File: src/rtl/control_unit_if.sv
// Control bus between the YASAC control unit and data_unit.
// master = control unit (drives strobes), slave = data_unit side.
interface control_unit_if;
    logic [4:0] opcode;
    logic [2:0] s;
    logic [7:0] status;
    logic [1:0] op;
    logic       ipc;
    logic       clpc;
    logic       wpc;
    logic       wir;
    logic       wreg;
    logic       inm;
    logic       wmem;
    logic       rmem;
    logic       wmar;
    logic       wsreg;
    logic       halted;

    modport master (
        input  opcode, s, status,
        output op, ipc, clpc, wpc, wir, wreg, inm, wmem, rmem, wmar, wsreg, halted
    );
    modport slave (
        output opcode, s, status,
        input  op, ipc, clpc, wpc, wir, wreg, inm, wmem, rmem, wmar, wsreg, halted
    );
endinterface

File: src/rtl/control_unit.sv
// YASAC multicycle control unit: RESET -> FETCH -> EXEC [-> MEM] -> FETCH.
// Optional CU_ILLEGAL_HALT_EN: illegal opcodes halt instead of acting as NOP.
module control_unit #(
    parameter logic [1:0] OP_PASS_A = 2'b10,
    parameter logic [1:0] OP_PASS_B = 2'b11
) (
    input  logic          clk,
    input  logic          reset,
    control_unit_if.master cu
);

    typedef enum logic [2:0] {
        S_RESET,
        S_FETCH,
        S_EXEC,
        S_MEM,
        S_HALT
    } state_t;

    localparam logic [4:0] OPC_LD = 5'b01100;
    localparam logic [4:0] OPC_ST = 5'b01101;

    state_t state_q, state_d;

    always_ff @(posedge clk) begin
        if (reset) state_q <= S_RESET;
        else       state_q <= state_d;
    end

    always_comb begin
        state_d   = state_q;
        cu.op     = 2'b00;
        cu.ipc    = 1'b0;
        cu.clpc   = 1'b0;
        cu.wpc    = 1'b0;
        cu.wir    = 1'b0;
        cu.wreg   = 1'b0;
        cu.inm    = 1'b0;
        cu.wmem   = 1'b0;
        cu.rmem   = 1'b0;
        cu.wmar   = 1'b0;
        cu.wsreg  = 1'b0;
        cu.halted = 1'b0;

        case (state_q)
            S_RESET: begin
                cu.clpc = 1'b1;
                state_d = S_FETCH;
            end
            S_FETCH: begin
                cu.wir  = 1'b1;
                cu.ipc  = 1'b1;
                state_d = S_EXEC;
            end
            S_EXEC: begin
                state_d = S_FETCH;
                casez (cu.opcode)
                    5'b00000: ;
                    5'b00001: state_d = S_HALT;
                    5'b001??: begin
                        cu.op    = cu.opcode[1:0];
                        cu.wreg  = 1'b1;
                        cu.wsreg = 1'b1;
                    end
                    5'b010??: begin
                        cu.op    = cu.opcode[1:0];
                        cu.inm   = 1'b1;
                        cu.wreg  = 1'b1;
                        cu.wsreg = 1'b1;
                    end
                    OPC_LD, OPC_ST: begin
                        cu.op   = OP_PASS_B;
                        cu.inm  = 1'b1;
                        cu.wmar = 1'b1;
                        state_d = S_MEM;
                    end
                    5'b01110: begin
                        cu.op  = OP_PASS_B;
                        cu.inm = 1'b1;
                        cu.wpc = 1'b1;
                    end
                    // Branches cost the same two cycles taken or not.
                    5'b01111: begin
                        if (cu.status[cu.s]) begin
                            cu.op  = OP_PASS_B;
                            cu.inm = 1'b1;
                            cu.wpc = 1'b1;
                        end
                    end
                    5'b10000: begin
                        if (!cu.status[cu.s]) begin
                            cu.op  = OP_PASS_B;
                            cu.inm = 1'b1;
                            cu.wpc = 1'b1;
                        end
                    end
                    default: begin
`ifdef CU_ILLEGAL_HALT_EN
                        state_d = S_HALT;
`else
                        state_d = S_FETCH;
`endif
                    end
                endcase
            end
            // IR is not written in EXEC, so opcode still names the LD/ST here.
            S_MEM: begin
                state_d = S_FETCH;
                if (cu.opcode == OPC_LD) begin
                    cu.rmem = 1'b1;
                    cu.wreg = 1'b1;
                end else if (cu.opcode == OPC_ST) begin
                    cu.op   = OP_PASS_A;
                    cu.wmem = 1'b1;
                end
            end
            S_HALT: begin
                cu.halted = 1'b1;
                state_d   = S_HALT;
            end
            default: state_d = S_RESET;
        endcase
    end

endmodule
File: src/flat_wrapper.sv
// flat-port wrapper written by rule: the top's interface ports become plain ports
module control_unit_flat 
#(
    parameter logic [1:0] OP_PASS_A = 2'b10,
    parameter logic [1:0] OP_PASS_B = 2'b11
)
  (clk, reset, cu_opcode, cu_s, cu_status, cu_op, cu_ipc, cu_clpc, cu_wpc, cu_wir, cu_wreg, cu_inm, cu_wmem, cu_rmem, cu_wmar, cu_wsreg, cu_halted);
  control_unit_if cu_i ();
  input  logic clk;
  input  logic reset;
  input wire logic [$bits(cu_i.opcode)-1:0] cu_opcode;
  input wire logic [$bits(cu_i.s)-1:0] cu_s;
  input wire logic [$bits(cu_i.status)-1:0] cu_status;
  output wire logic [$bits(cu_i.op)-1:0] cu_op;
  output wire logic [$bits(cu_i.ipc)-1:0] cu_ipc;
  output wire logic [$bits(cu_i.clpc)-1:0] cu_clpc;
  output wire logic [$bits(cu_i.wpc)-1:0] cu_wpc;
  output wire logic [$bits(cu_i.wir)-1:0] cu_wir;
  output wire logic [$bits(cu_i.wreg)-1:0] cu_wreg;
  output wire logic [$bits(cu_i.inm)-1:0] cu_inm;
  output wire logic [$bits(cu_i.wmem)-1:0] cu_wmem;
  output wire logic [$bits(cu_i.rmem)-1:0] cu_rmem;
  output wire logic [$bits(cu_i.wmar)-1:0] cu_wmar;
  output wire logic [$bits(cu_i.wsreg)-1:0] cu_wsreg;
  output wire logic [$bits(cu_i.halted)-1:0] cu_halted;
  assign cu_i.opcode = cu_opcode;
  assign cu_i.s = cu_s;
  assign cu_i.status = cu_status;
  assign cu_op = cu_i.op;
  assign cu_ipc = cu_i.ipc;
  assign cu_clpc = cu_i.clpc;
  assign cu_wpc = cu_i.wpc;
  assign cu_wir = cu_i.wir;
  assign cu_wreg = cu_i.wreg;
  assign cu_inm = cu_i.inm;
  assign cu_wmem = cu_i.wmem;
  assign cu_rmem = cu_i.rmem;
  assign cu_wmar = cu_i.wmar;
  assign cu_wsreg = cu_i.wsreg;
  assign cu_halted = cu_i.halted;
  control_unit #(.OP_PASS_A(OP_PASS_A), .OP_PASS_B(OP_PASS_B)) u_core (.clk(clk), .reset(reset), .cu(cu_i));
endmodule
File: config.mk
export PLATFORM = sky130hd
export DESIGN_NAME = control_unit_flat
export DESIGN_NICKNAME = d
export VERILOG_FILES = /design/src/rtl/control_unit_if.sv /design/src/rtl/control_unit.sv /design/src/flat_wrapper.sv
export SDC_FILE = /design/constraint.sdc
export NUM_CORES = 1
export LEC_CHECK = 0
export ABC_AREA = 0
export CAP_MARGIN = 30
export CORE_AREA = 2 2 39 41
export DETAILED_ROUTE_END_ITERATION = 6
export DIE_AREA = 0 0 41 43
export MAX_ROUTING_LAYER = met4
export PLACE_DENSITY = 0.75
export SYNTH_ARGS = -nofsm -noshare
export SYNTH_HDL_FRONTEND = slang
export SYNTH_SLANG_ARGS = --single-unit
File: constraint.sdc
create_clock -name clk -period 4.65 [get_ports clk]
set_input_delay 0.93 -clock clk [delete_from_list [all_inputs] [get_ports clk]]
set_output_delay 0.93 -clock clk [all_outputs]
set_load 0.02 [all_outputs]
==> metrics.txt, run 1 <==
Vias/cell 4.96; fin nets 105; largest reg by FF count u_core.state_q; Detailed Route Iter0 Violations 1; RePlAce Congestion 0.752; Final Hold Fails 0; EDFF count, synth 0; CP required 3.72 ns; setup TNS 0 ns; CTS tree yes; largest registers u_core.state_q x3; cts repair resizes 0; VDD IR-drop max 0.000118 V; DP Area 716 um2; most frequent cells after synthesis 7 x a21oi_1, 5 x nor2_1, 5 x nor3_1; CTS Hold Bufs 0; syn nets 74; P_leak 0.269 nW; Crit path top cell by count clkdlybuf4s50_1; initial antenna violation count 0; mapped cell area 422 um2; Yosys top cell area share 0.142; crit-path max FO 4; cell at the slowest stage of the critical path clkdlybuf4s50_1; clock latency on the worst-skew pair 0.23 ns; Async SR Flop Fraction 0; status completed; WL final 1030 um; CP peak stage delay 0.63 ns; WL per Instance 10.1 um; crit path time final 4.03 ns; fin crit share 0.867; die height 43 um; Max H-tree Level 1; synthesis warning total 0; share of cells above drive strength 1 0.0814; crit path DAT 3.10 ns; first-pass GRT wire length 1770 um; Largest register FFs 3; clock sinks 3; slew margin rel. 0.782; synth unique cells 27; post-synthesis register bit count 3; largest cells by area after synthesis dfxtp_1 14%, mux2i_1 9.5%, a21oi_1 8.3%; design area 742 um2; CP startpoint kind input pin; vias in the first global route 471; CTS clk-pin slew, worst paths 0.04 ns; largest net degree at the start of global routing 10; critical path type in2out; dominant cell type by area after synthesis dfxtp_1; GRT Overall Usage 0.145; Syn Inst Count 56; Port Buffers 30; Hold WC Path Type reg2reg; Worst Tran Pin Value 0.319 ns; drt first pass iters 2; Ant. Diodes 0; prevailing post-synth register cell dfxtp_1; Achievable Freq 248 MHz; area delta synth->final 76.0%; Max clock buf depth 2; post-CTS setup buffers 0; via count 506; WP buf/inv 2; total CTS buffers 3; remaining global-route overflow 0; Ports 31; crit-path leading delay family buffers and inverters; syn avg cell area 7.53 um2; Final Skew 0.00328 ns; power per cell area 164 nW/um2; Slew Limit Fails 0; initial core utilization 0.305; Max Used Layer met3; unrepaired setup endpoints after global routing false; Root Driver clkbuf_4; DP HPWL 872 um; DRC viols 0; routed length on met3 79 um; met2 routed WL 524 um; wl on met1 424 um; final setup fails 0; critical path, cell by cell clkdlybuf4s50_1 -> mux2i_1 -> mux4_2 -> mux2i_2 -> a22oi_1 -> clkdlybuf4s50_1; Die W 41 um; Critical Path End Type output pin; most common cell in the netlist a21oi_1; # fillers 151; post-route ant nets 0; max-cap viol count 0; sequential area share after synthesis 0.142; Die ar. 1760 um2; Core Region 1380 um2; num rows 14
-- routing by layer --
layer | track usage | vias to the layer above
li1 | - | 268
met1 | 0.174 | 216
met2 | 0.228 | 22
met3 | 0.0262 | 0
met4 | 0.0600 | 0
met5 | - | -
-- path summary, 6_finish.rpt --
kind                       end  cells after the start         startpoint  slack [ns]
max                   cu_op[1]                      6            cu_s[0]        0.62
max reg2reg  u_core.state_q[0]                      2  u_core.state_q[1]        3.63
min reg2reg  u_core.state_q[2]                      1  u_core.state_q[0]        0.52
min          u_core.state_q[2]                      1  u_core.state_q[0]        0.52
-- per-stage QoR --
step | instances | hold slack [ns] | power [W] | worst slack, ns | utilization
detailed placement | 98 | 0.512 | 0.0000789 | 0.613 | 0.517
floorplan | 56 | 0.466 | 0.0000548 | 1.52 | -
finish | 102 | 0.519 | 0.000122 | 0.616 | 0.536
global placement | 98 | 0.507 | 0.0000783 | 0.644 | 0.517
CTS | 102 | 0.520 | 0.000124 | 0.612 | 0.536
global route | 102 | 0.543 | 0.000130 | 0.493 | 0.536
-- layout by cell type (no fill, tap or decap), drive strengths merged --
cell type	netlist	routed
a22oi	1	1
nand4	1	1
inv	2	2
nand2	1	1
mux4	1	1
a211oi	1	1
nor3	5	5
dfxtp	3	3
xnor2	1	1
a21oi	7	7
nor2	5	5
nor2b	4	4
clkdlybuf4s50	0	30
and4bb	1	1
nor3b	2	2
or2	1	1
nand3	2	2
mux2i	5	5
or3	1	1
clkbuf	2	4
a2111oi	1	1
o21bai	1	1
nand3b	4	4
nand2b	2	2
-- where the power goes --
part	leakage [nW]	switching (W)	total (W)	internal, W
Sequential	0.0247	0.00000221	0.0000295	0.0000273
Combinational	0.229	0.0000201	0.0000487	0.0000287
Clock	0.0150	0.0000115	0.0000435	0.0000320
-- kinds of logic (layout without fill, tap and decap cells) --
| group | after synthesis | count (layout) | synth area share |
|---|---|---|---|
| xor gates and xnor gates | 1 | 1 | 0.0208 |
| and+or+nand+nor | 29 | 29 | 0.418 |
| muxes | 6 | 6 | 0.181 |
| DFF | 3 | 3 | 0.142 |
| AOI/OAI and AO/OA | 11 | 11 | 0.157 |
| buffers and inverters | 6 | 36 | 0.0801 |
-- worst reg2reg max path: cells and delay by family (launching register included) --
| family | cells | cell delay [ns] |
|---|---|---|
| simple gates | 1 | 0.09 |
| compound gates | 1 | 0.35 |
| flops | 1 | 0.46 |
-- layout make-up --
| cell class | count | area, um2 | share of cell area |
|---|---|---|---|
| well taps | 16 | 20.0 | 0.0270 |
| clock buffers | 4 | 26.3 | 0.0354 |
| multi-input cells | 47 | 328 | 0.442 |
| flip-flops and latches | 3 | 60.1 | 0.0809 |
| inverters | 2 | 7.51 | 0.0101 |
| repair buffers | 30 | 300 | 0.405 |
Power figures use the tool's default switching activity.
==> inputs of run 2 (changes only) <==
Settings changed: CTS_CLUSTER_SIZE set to 25, DONT_BUFFER_PORTS set to 1, GPL_TIMING_DRIVEN set to 1, PLACE_DENSITY 0.75 to not set.
==> run 2 against run 1 <==
Effect of this change:
- cell area decreased by 40%
- via count decreased by 20%
- flip-flop and latch count unchanged
- first-iteration DRC count increased to 7.0 times the previous value
- critical path depth decreased by 2
- sequential share of layout area increased by 5.5 points
- total power decreased by 19%
- worst hold slack got worse by 0.0049 ns
- utilization decreased by 22 points
- setup slack improved by 0.97 ns
- maximum frequency increased by 32%
- global-route usage decreased by 3.4 points
==> metrics.txt, run 2 (synthesized netlist as in run 1, its figures left out) <==
status completed; fin nets 75; Detailed Route Iter0 Violations 7; Core Region 1380 um2; vias in the first global route 358; Worst Hold End u_core.state_q[2]; Slew Limit Fails 0; Worst Tran Pin Value 0.748 ns; initial core utilization 0.305; Root Driver clkbuf_4; footprint of the multi-input gates 328 um2; largest registers u_core.state_q x3; Hold Crit Depth 1; Vias/cell 5.61; Hold Crit Start u_core.state_q[0]; most common cell after layout, fill and taps aside a21oi_1; GRT Overall Usage 0.111; post-CTS setup buffers 0; max-cap viol count 0; r2r endpoint u_core.state_q[0]; Critical Path End Type output pin; crit path time final 3.06 ns; Final Power 0.0000981 W; CTS tree yes; drt first pass iters 3; RePlAce Congestion 0.613; met2 routed WL 440 um; flop2flop setup slack 3.55 ns; area delta synth->final 4.75%; clock latency on the worst-skew pair 0.23 ns; power per cell area 222 nW/um2; via count 404; critical path type in2out; post-route ant nets 0; slew margin rel. 0.501; initial antenna violation count 0; CP startpoint kind input pin; DP HPWL 775 um; reg2reg path depth 2; register area 60.1 um2; Hold WC Path Type reg2reg; DRC viols 0; remaining global-route overflow 0; Ports 31; commonest non-fill, non-tap cells in the layout 7 x a21oi_1, 5 x nor3_1, 5 x nor2_1; Final Util 0.319; CTS clk-pin slew, worst paths 0.04 ns; DP Cell Count 68; cts repair resizes 0; crit path DAT 2.13 ns; clock sinks 3; num rows 14; die height 43 um; unrepaired setup endpoints after global routing false; worst r2r src u_core.state_q[1]; total CTS buffers 3; pre-CTS WS 1.58 ns; Max clock buf depth 2; fin crit share 0.659; Die ar. 1760 um2; largest reg by FF count u_core.state_q; first-pass GRT wire length 1320 um; Port Buffers 0; Final Hold Fails 0; VDD IR-drop max 0.000113 V; WL final 952 um; routed length on met3 111 um; P_leak 0.157 nW; CTS Hold Bufs 0; # fillers 152; WL per Instance 13.2 um; crit-path max FO 4; share of cells above drive strength 1 0.125; setup ws final 1.59 ns; Ant. Diodes 0; Die W 41 um; Post-Layout Cell Count 72; final setup fails 0; Max H-tree Level 1; largest net degree at the start of global routing 10; Max Used Layer met3; setup TNS 0 ns; Final Skew 0.00659 ns; CP required 3.72 ns; Achievable Freq 326 MHz; Largest register FFs 3; wl on met1 400 um
## run 2: cell count changes in the layout (fill, tap and decap cells not counted)
cell | before | now
clkdlybuf4s50_1 | 30 | 0
## run 2: layout make-up
class | count | area share
tap | 16 | 0.0453
sequential | 3 | 0.136
inverter | 2 | 0.0170
multi-input combinational | 47 | 0.742
clock buffer | 4 | 0.0595
## run 2: how the worst max path moves through the flow
stage / startpoint / endpoint
5_1_grt: cu_opcode[1] / cu_op[1]
2_1_floorplan: cu_s[0] / cu_op[1]
4_1_cts: cu_s[0] / cu_op[1]
6_report: cu_s[0] / cu_op[1]
3_3_place_gp: cu_s[0] / cu_op[1]
3_5_place_dp: cu_s[0] / cu_op[1]
## run 2: power by group
| group | internal [W] | total, W | switching (W) |
|---|---|---|---|
| clock network | 0.0000321 | 0.0000449 | 0.0000128 |
| registers | 0.0000273 | 0.0000295 | 0.00000218 |
| logic | 0.0000107 | 0.0000237 | 0.0000130 |
## run 2: critical path: stages
cell and delay [ns]:
mux2i_1 0.09, mux4_2 0.49, mux2i_2 0.19, a22oi_1 0.42
## run 2: through the flow
step / cell area [um2] / hold WS [ns]
after floorplan: 422 / 0.466
after global placement: 415 / 0.500
after detailed placement: 415 / 0.499
after CTS: 442 / 0.514
after global routing: 442 / 0.548
final: 442 / 0.514
## run 2: routing by layer
layer,global-route usage,up-vias
li1,-,206
met1,0.130,172
met2,0.169,26
met3,0.0262,0
met4,0.0600,0
met5,-,-
==> inputs of run 3 (changes only) <==
Clock period 4.65 ns to 3 ns, I/O delays scaled along.
==> run 3 against run 2 <==
Effect of this change:
- sequential power rose by 56%
- clock skew fell by 0.0031 ns
- non-clock buffer count rose by 1
- critical endpoint unchanged
- first-iteration DRC count fell by 86%
- cell area rose by 1.7%
- worst hold slack got worse by 0.071 ns
- total power rose by 54%
- clock power rose by 52%
- combinational power rose by 56%
==> metrics.txt, run 3 (synthesized netlist as in run 1, its figures left out) <==
status completed; CTS tree yes; Largest register FFs 3; VDD IR-drop max 0.000168 V; die height 43 um; unrepaired setup endpoints after global routing false; clock latency on the worst-skew pair 0.23 ns; area delta synth->final 6.53%; CTS Hold Bufs 0; Max clock buf depth 2; # fillers 145; crit path DAT 1.81 ns; drt first pass iters 2; crit path time final 2.41 ns; post-route ant nets 0; Comb power frac 0.245; max-cap viol count 0; largest reg by FF count u_core.state_q; Vias/cell 5.58; Die W 41 um; most common cell after layout, fill and taps aside a21oi_1; clock share of power 0.451; cts repair resizes 0; Sequential Power Share 0.304; share of cells above drive strength 1 0.140; largest registers u_core.state_q x3; Final Hold Fails 0; Detailed Route Iter0 Violations 1; final setup fails 0; post-CTS setup buffers 0; CTS clk-pin slew, worst paths 0.04 ns; Hold WC Path Type in2reg; CP startpoint kind input pin; Critical Path End Type output pin; Achievable Freq 416 MHz; Worst Tran Pin Value 0.747 ns; fin nets 76; slew margin rel. 0.501; sw frac 0.279; Hold Crit Depth 1; Root Driver clkbuf_4; pre-CTS WS 0.584 ns; first-pass GRT wire length 1260 um; vias in the first global route 357; Die ar. 1760 um2; Psw 0.0000421 W; num rows 14; critical path type in2out; WL final 948 um; RePlAce Congestion 0.626; remaining global-route overflow 0; DRC viols 0; initial core utilization 0.305; fin crit share 0.802; CP required 2.40 ns; commonest non-fill, non-tap cells in the layout 7 x a21oi_1, 5 x nor3_1, 5 x nor2_1; setup ws final 0.594 ns; Core Region 1380 um2; DP HPWL 773 um; final hold slack 0.444 ns; initial antenna violation count 0; crit-path max FO 4; setup TNS 0 ns; Final Skew 0.00353 ns; Ports 31; Port Buffers 0; P_leak 0.162 nW; via count 407; total CTS buffers 3; Slew Limit Fails 0; Max H-tree Level 1; largest net degree at the start of global routing 10; GRT Overall Usage 0.106; power per cell area 336 nW/um2; Ant. Diodes 0; Pint 0.000109 W; WL per Instance 13.0 um; clock sinks 3; reg2reg path depth 2
-- run 3: cell count changes in the layout (fill, tap and decap cells not counted), sizes merged --
cell  previous run  this run
buf              0         1
-- run 3: power groups by stage --
stage | Clock [W] | Combinational [W] | Sequential [W]
after global routing | 0.0000727 | 0.0000407 | 0.0000465
after CTS | 0.0000722 | 0.0000375 | 0.0000458
final | 0.0000681 | 0.0000370 | 0.0000459
after floorplan | 0 | 0.0000406 | 0.0000443
after detailed placement | 0 | 0.0000374 | 0.0000464
after global placement | 0 | 0.0000372 | 0.0000462
-- run 3: final timing paths --
path | startpoint | to | slack (ns)
max | cu_s[0] | cu_op[1] | 0.59
min | reset | u_core.state_q[1] | 0.44
max reg2reg | u_core.state_q[1] | u_core.state_q[0] | 1.98
min reg2reg | u_core.state_q[0] | u_core.state_q[2] | 0.52
-- run 3: area by class of cell --
class | instances | area (um2) | share of cell area
timing repair buffer | 1 | 7.51 | 0.0167
inverter | 2 | 7.51 | 0.0167
sequential | 3 | 60.1 | 0.134
clock buffer | 4 | 26.3 | 0.0585
multi-input combinational | 47 | 328 | 0.730
tap | 16 | 20.0 | 0.0446
-- run 3: critical path, cell delays in order --
cell and delay, ns:
mux2i_1 0.09, mux4_2 0.49, mux2i_2 0.19, a22oi_1 0.43
-- run 3: per-layer routing --
metal,wire (um),GRT usage,vias to the layer above
li1,-,-,209
met1,403,0.107,174
met2,438,0.175,24
met3,107,0.0105,0
met4,0,0.0800,0
met5,0,-,-
-- run 3: metrics by stage --
stage	std cells	area [um2]	power, W	utilization
2_1_floorplan	56	422	0.0000849	-
3_3_place_gp	69	423	0.0000835	0.306
3_5_place_dp	69	423	0.0000838	0.306
4_1_cts	73	449	0.000155	0.325
5_1_grt	73	449	0.000160	0.325
6_report	73	449	0.000151	0.325
